--- config.mk ---
export PLATFORM = sky130hd
export DESIGN_NAME = slot_sensor_qualifier_flat
export DESIGN_NICKNAME = d
export VERILOG_FILES = /design/src/rtl/parking_pkg.sv /design/src/rtl/slot_sensor_qualifier_if.sv /design/src/rtl/slot_qualifier_fsm.sv /design/src/rtl/slot_sensor_qualifier.sv /design/src/flat_wrapper.sv
export SDC_FILE = /design/constraint.sdc
export NUM_CORES = 1
export LEC_CHECK = 0
export CAP_MARGIN = 25
export CORE_UTILIZATION = 40
export DETAILED_ROUTE_END_ITERATION = 8
export REMOVE_ABC_BUFFERS = 1
export SLEW_MARGIN = 20
export SYNTH_ARGS = -nofsm -noshare
export SYNTH_HDL_FRONTEND = slang
export SYNTH_SLANG_ARGS = --single-unit
--- constraint.sdc ---
create_clock -name clk_1Hz -period 5.19 [get_ports clk_1Hz]
set_clock_uncertainty 0.2 [all_clocks]
set_input_delay 0.7785 -clock clk_1Hz [delete_from_list [all_inputs] [get_ports clk_1Hz]]
set_output_delay 0.7785 -clock clk_1Hz [all_outputs]
set_load 0.1 [all_outputs]
--- src/rtl/parking_pkg.sv ---
// Shared parking constants: slot FSM state encoding and default sizing.
package parking_pkg;

   localparam int DEF_NUM_SLOTS = 4;
   localparam int DEF_CONFIRM_S = 3;
   localparam int DEF_CNT_W     = 4;

   localparam logic [1:0] S_EMPTY    = 2'd0;
   localparam logic [1:0] S_ARRIVING = 2'd1;
   localparam logic [1:0] S_OCCUPIED = 2'd2;
   localparam logic [1:0] S_LEAVING  = 2'd3;

endpackage

--- src/rtl/slot_sensor_qualifier_if.sv ---
// Sensor-in / qualified-event-out bundle between the slot sensors, qualifier and timer.
interface slot_sensor_qualifier_if #(
   parameter int NUM_SLOTS = parking_pkg::DEF_NUM_SLOTS
);
   localparam int FREE_W = $clog2(NUM_SLOTS + 1);

   logic [NUM_SLOTS-1:0] sensor_raw;
   logic [NUM_SLOTS-1:0] car_entry;
   logic [NUM_SLOTS-1:0] car_exit;
   logic [NUM_SLOTS-1:0] occupied;
   logic [FREE_W-1:0]    free_count;
   logic                 lot_full;

   modport master (
      output sensor_raw,
      input  car_entry, car_exit, occupied, free_count, lot_full
   );

   modport slave (
      input  sensor_raw,
      output car_entry, car_exit, occupied, free_count, lot_full
   );
endinterface

--- src/rtl/slot_qualifier_fsm.sv ---
// One slot: synchroniser, persistence FSM and registered entry/exit pulses.
//
// state    | meaning
// EMPTY    | no vehicle accepted, sensor low
// ARRIVING | sensor high, counting toward acceptance
// OCCUPIED | vehicle accepted, sensor high
// LEAVING  | sensor low, counting toward release
module slot_qualifier_fsm
   import parking_pkg::*;
#(
   parameter int CONFIRM_S = DEF_CONFIRM_S,
   parameter int CNT_W     = DEF_CNT_W
) (
   input  logic clk_1Hz,
   input  logic reset,
   input  logic sensor_raw,
   output logic car_entry,
   output logic car_exit,
   output logic occupied
);
   localparam logic [CNT_W-1:0] CNT_LAST = CNT_W'(CONFIRM_S - 1);
   localparam logic [CNT_W-1:0] CNT_ONE  = CNT_W'(1);

   logic             sync_1, s;
   logic [1:0]       state, state_nxt;
   logic [CNT_W-1:0] cnt, cnt_nxt;
   logic             entry_nxt, exit_nxt;

   always_ff @(posedge clk_1Hz or posedge reset) begin
      if (reset) begin
         sync_1    <= 1'b0;
         s         <= 1'b0;
         state     <= S_EMPTY;
         cnt       <= '0;
         car_entry <= 1'b0;
         car_exit  <= 1'b0;
      end else begin
         sync_1    <= sensor_raw;
         s         <= sync_1;
         state     <= state_nxt;
         cnt       <= cnt_nxt;
         car_entry <= entry_nxt;
         car_exit  <= exit_nxt;
      end
   end

   always_comb begin
      state_nxt = state;
      cnt_nxt   = '0;
      case (state)
         S_EMPTY: if (s) begin
            state_nxt = S_ARRIVING;
            cnt_nxt   = CNT_ONE;
         end
         S_ARRIVING: begin
            if (!s)                   state_nxt = S_EMPTY;
            else if (cnt == CNT_LAST) state_nxt = S_OCCUPIED;
            else                      cnt_nxt   = cnt + CNT_ONE;
         end
         S_OCCUPIED: if (!s) begin
            state_nxt = S_LEAVING;
            cnt_nxt   = CNT_ONE;
         end
         S_LEAVING: begin
            if (s)                    state_nxt = S_OCCUPIED;
            else if (cnt == CNT_LAST) state_nxt = S_EMPTY;
            else                      cnt_nxt   = cnt + CNT_ONE;
         end
         default: state_nxt = S_EMPTY;
      endcase
   end

   always_comb begin
      entry_nxt = (state == S_ARRIVING) &&  s && (cnt == CNT_LAST);
      exit_nxt  = (state == S_LEAVING)  && !s && (cnt == CNT_LAST);
   end

   // OCCUPIED and LEAVING share the upper encoding bit, so this is a flop output
   assign occupied = state[1];
endmodule

--- src/rtl/slot_sensor_qualifier.sv ---
// Per-slot sensor qualification plus lot-level free count and full flag.
module slot_sensor_qualifier
   import parking_pkg::*;
#(
   parameter int NUM_SLOTS = DEF_NUM_SLOTS,
   parameter int CONFIRM_S = DEF_CONFIRM_S,
   parameter int CNT_W     = DEF_CNT_W
) (
   input  logic                  clk_1Hz,
   input  logic                  reset,
   slot_sensor_qualifier_if.slave bus
);
   localparam int FREE_W = $clog2(NUM_SLOTS + 1);

   logic [NUM_SLOTS-1:0] entry_w, exit_w, occ_w;
   logic [FREE_W-1:0]    occ_cnt;

   for (genvar i = 0; i < NUM_SLOTS; i++) begin : g_slot
      slot_qualifier_fsm #(
         .CONFIRM_S(CONFIRM_S),
         .CNT_W    (CNT_W)
      ) u_slot (
         .clk_1Hz   (clk_1Hz),
         .reset     (reset),
         .sensor_raw(bus.sensor_raw[i]),
         .car_entry (entry_w[i]),
         .car_exit  (exit_w[i]),
         .occupied  (occ_w[i])
      );
   end

   always_comb begin
      occ_cnt = '0;
      for (int i = 0; i < NUM_SLOTS; i++) occ_cnt = occ_cnt + FREE_W'(occ_w[i]);
   end

   assign bus.car_entry  = entry_w;
   assign bus.car_exit   = exit_w;
   assign bus.occupied   = occ_w;
   assign bus.free_count = FREE_W'(NUM_SLOTS) - occ_cnt;
   assign bus.lot_full   = (bus.free_count == '0);
endmodule

--- src/flat_wrapper.sv ---
// flat-port wrapper written by rule: the top's interface ports become plain ports
module slot_sensor_qualifier_flat import parking_pkg::*;
#(
   parameter int NUM_SLOTS = DEF_NUM_SLOTS,
   parameter int CONFIRM_S = DEF_CONFIRM_S,
   parameter int CNT_W     = DEF_CNT_W
)
  (clk_1Hz, reset, bus_sensor_raw, bus_car_entry, bus_car_exit, bus_occupied, bus_free_count, bus_lot_full);
  slot_sensor_qualifier_if #(.NUM_SLOTS(NUM_SLOTS)) bus_i ();
  input  logic clk_1Hz;
  input  logic reset;
  input wire logic [$bits(bus_i.sensor_raw)-1:0] bus_sensor_raw;
  output wire logic [$bits(bus_i.car_entry)-1:0] bus_car_entry;
  output wire logic [$bits(bus_i.car_exit)-1:0] bus_car_exit;
  output wire logic [$bits(bus_i.occupied)-1:0] bus_occupied;
  output wire logic [$bits(bus_i.free_count)-1:0] bus_free_count;
  output wire logic [$bits(bus_i.lot_full)-1:0] bus_lot_full;
  assign bus_i.sensor_raw = bus_sensor_raw;
  assign bus_car_entry = bus_i.car_entry;
  assign bus_car_exit = bus_i.car_exit;
  assign bus_occupied = bus_i.occupied;
  assign bus_free_count = bus_i.free_count;
  assign bus_lot_full = bus_i.lot_full;
  slot_sensor_qualifier #(.NUM_SLOTS(NUM_SLOTS), .CONFIRM_S(CONFIRM_S), .CNT_W(CNT_W)) u_core (.clk_1Hz(clk_1Hz), .reset(reset), .bus(bus_i));
endmodule
==> impl_metrics.toml <==
[outcome]
status = "completed"

[clock_tree]
clk_latency_ns = 0.28
htreeDepth = 2
clkTransAtPathRegs_ns = 0.07
cts_tree = "yes"
post_cts_buffers = 0
numCtsBuffers = 5
cts.sinks = 40
hold_buffers = 0
cts.path.max_buffers = 2
cts_resized = 0
cts_root_buffer = "clkbuf_8"

[timing]
hold_viol = 0
drv_slew = 0
worst_pin_slew_ns = 0.992
rsz0062_at_grt = "false"
fin_crit_ns = 3.89
whs_ns = 0.151
relSlewSlack = 0.337
setup_viol = 0
timing.final.crit_share = 0.749
fmax_mhz = 257

[critical_path]
critPathMaxFanout = 6
path_class = "reg2out"
endpoint_kind = "primary output"
critPathArrivalTime_ns = 2.91
worst_setup_path_start_kind = "flop"
rr_worst_depth = 5
crit_required_ns = 4.21

[global_route]
grt_pass1_wl_mm = 4.40
grt_max_degree = 41
grt-ovfl-total = 0
antenna_found_initial = 0
grt_pass1_vias = 997
grt.total_usage = 0.138

[finish]
final_nets = 171
antenna_cells = 0
area_growth_pct = 16.3
nFillCells = 353
drive_gt1_frac = 0.0724

[synth]
synth_area_per_cell_sq_um = 13.0
yosys.area.top_type = "dfrtp_1"
syn_area_sq_um = 1760
synth_top_area_share = 0.570
ys.warnings.count = 0
yosysSeqAreaShare = 0.570
synth_seq_cells = 40
synth_cells = 135
synth.area.top_cells = "dfrtp_1 (57%), ha_1 (9.3%), buf_4 (5.1%), xor2_1 (4.5%), nor3b_1 (3.4%)"
yosysUniqueCellTypes = 17

[die]
start_util = 0.427
ios = 22
die_x_microns = 68.2
num_rows = 23
die_area_sq_um = 4660
design.core.area_sq_um = 4120
die_h_microns = 68.2

[placement]
gp_congestion = 0.684
place_hpwl_mm = 1.91
portBuffers = 21

[routing]
first_iter_violations = 18
drtAntennaViolNets = 0
finalWirelength_mm = 2.52
first_pass_iters = 3
viasPerCell = 4.70
drc = 0
num_vias = 949
post_drt_wl_per_cell_microns = 12.5

[worst_hold_path]
hp-class = "reg2reg"
holdPathStages = 0

[flow_run]
max_cap_viol_count = 0
-- cells in the final DEF (no fill, tap or decap) --
cell type        instances
dfrtp_1                 40
xnor2_1                  4
a21boi_1                 4
clkdlybuf4s50_1         21
ha_1                    13
nor2_1                  12
o311ai_1                 4
buf_4                    1
mux2_1                   4
and2_1                   4
xor2_1                   9
inv_2                    1
clkbuf_8                 7
nor3b_1                  8
nor3_1                   1
nand4bb_1                2
inv_1                   11
nand4bb_4                2
nand3_1                  4
-- worst paths after layout --
path / slack (ns) / endpoint / start
setup / recovery: 1.30 / bus_lot_full / flop
hold / removal: 0.15 / u_core.g_slot[1].u_slot.s / u_core.g_slot[1].u_slot.sync_1
setup reg to reg: 3.60 / u_core.g_slot[3].u_slot.cnt[3] / u_core.g_slot[3].u_slot.cnt[0]
hold reg to reg: 0.15 / u_core.g_slot[1].u_slot.s / u_core.g_slot[1].u_slot.sync_1
max in group asynchronous: 3.75 / u_core.g_slot[0].u_slot.s / reset
min in group asynchronous: 0.70 / u_core.g_slot[2].u_slot.cnt[2] / reset
-- cell type report --
class | instances | area (sq um) | share of cell area
multi-input combinational | 71 | 619 | 0.303
sequential | 40 | 1000 | 0.490
tap | 50 | 62.6 | 0.0306
inverter | 12 | 45.0 | 0.0221
timing repair buffer | 22 | 218 | 0.107
clock buffer | 7 | 96.3 | 0.0472
-- kinds of logic (layout without fill, tap and decap cells) --
kind of cell	after synthesis	in the layout	share of synthesized area
AOI/OAI and AO/OA	8	8	0.0371
xor gates and xnor gates	13	13	0.0649
adders and majority gates	13	13	0.0927
buffers and inverters	24	41	0.0770
DFF	40	40	0.570
muxes	4	4	0.0257
and+or+nand+nor	33	33	0.133
-- cells in the mapped netlist (all sizes together) --
cell type	count
ha	13
mux2	4
nor2	12
xor2	9
buf	12
nand3	4
inv	12
dfrtp	40
and2	4
nand4bb	4
nor3	1
nor3b	8
xnor2	4
a21boi	4
o311ai	4
-- through the flow --
stage	instances	setup TNS, ns	util	cell area (sq um)	setup slack, ns
finish	202	0	0.496	2040	1.30
CTS	202	0	0.496	2040	1.27
floorplan	123	-0.260	-	1670	-0.260
detailed placement	195	0	0.473	1950	1.59
global route	202	0	0.496	2040	1.18
global placement	195	0	0.473	1950	1.64
-- layer usage --
layer | track usage | vias to the layer above | share of wire
li1 | - | 470 | -
met2 | 0.230 | 18 | 0.52
met1 | 0.145 | 457 | 0.40
met4 | 0.0938 | 0 | 0.012
met3 | 0.0483 | 4 | 0.063
met5 | 0 | - | 0
-- flip-flops by register name (all words and copies together) (netlist names), named ones only --
name	flops
u_core.g_slot.u_slot.sync_1	4
u_core.g_slot.u_slot.s	4
u_core.g_slot.u_slot.state	4
u_core.g_slot.u_slot.cnt	16
u_core.g_slot.u_slot.car_entry	4
u_core.g_slot.u_slot.car_exit	4
-- worst max-delay path, cell delays in order (launching register included) --
cell,delay (ns)
dfrtp_1,0.44
ha_1,0.23
ha_1,0.27
inv_1,0.04
ha_1,0.19
xor2_1,0.15
nor3_1,0.14
clkdlybuf4s50_1,1.16
Power is left out: the tool's default activity adds up to more than one toggle a clock period on the data nets, which glitch-free logic cannot reach.
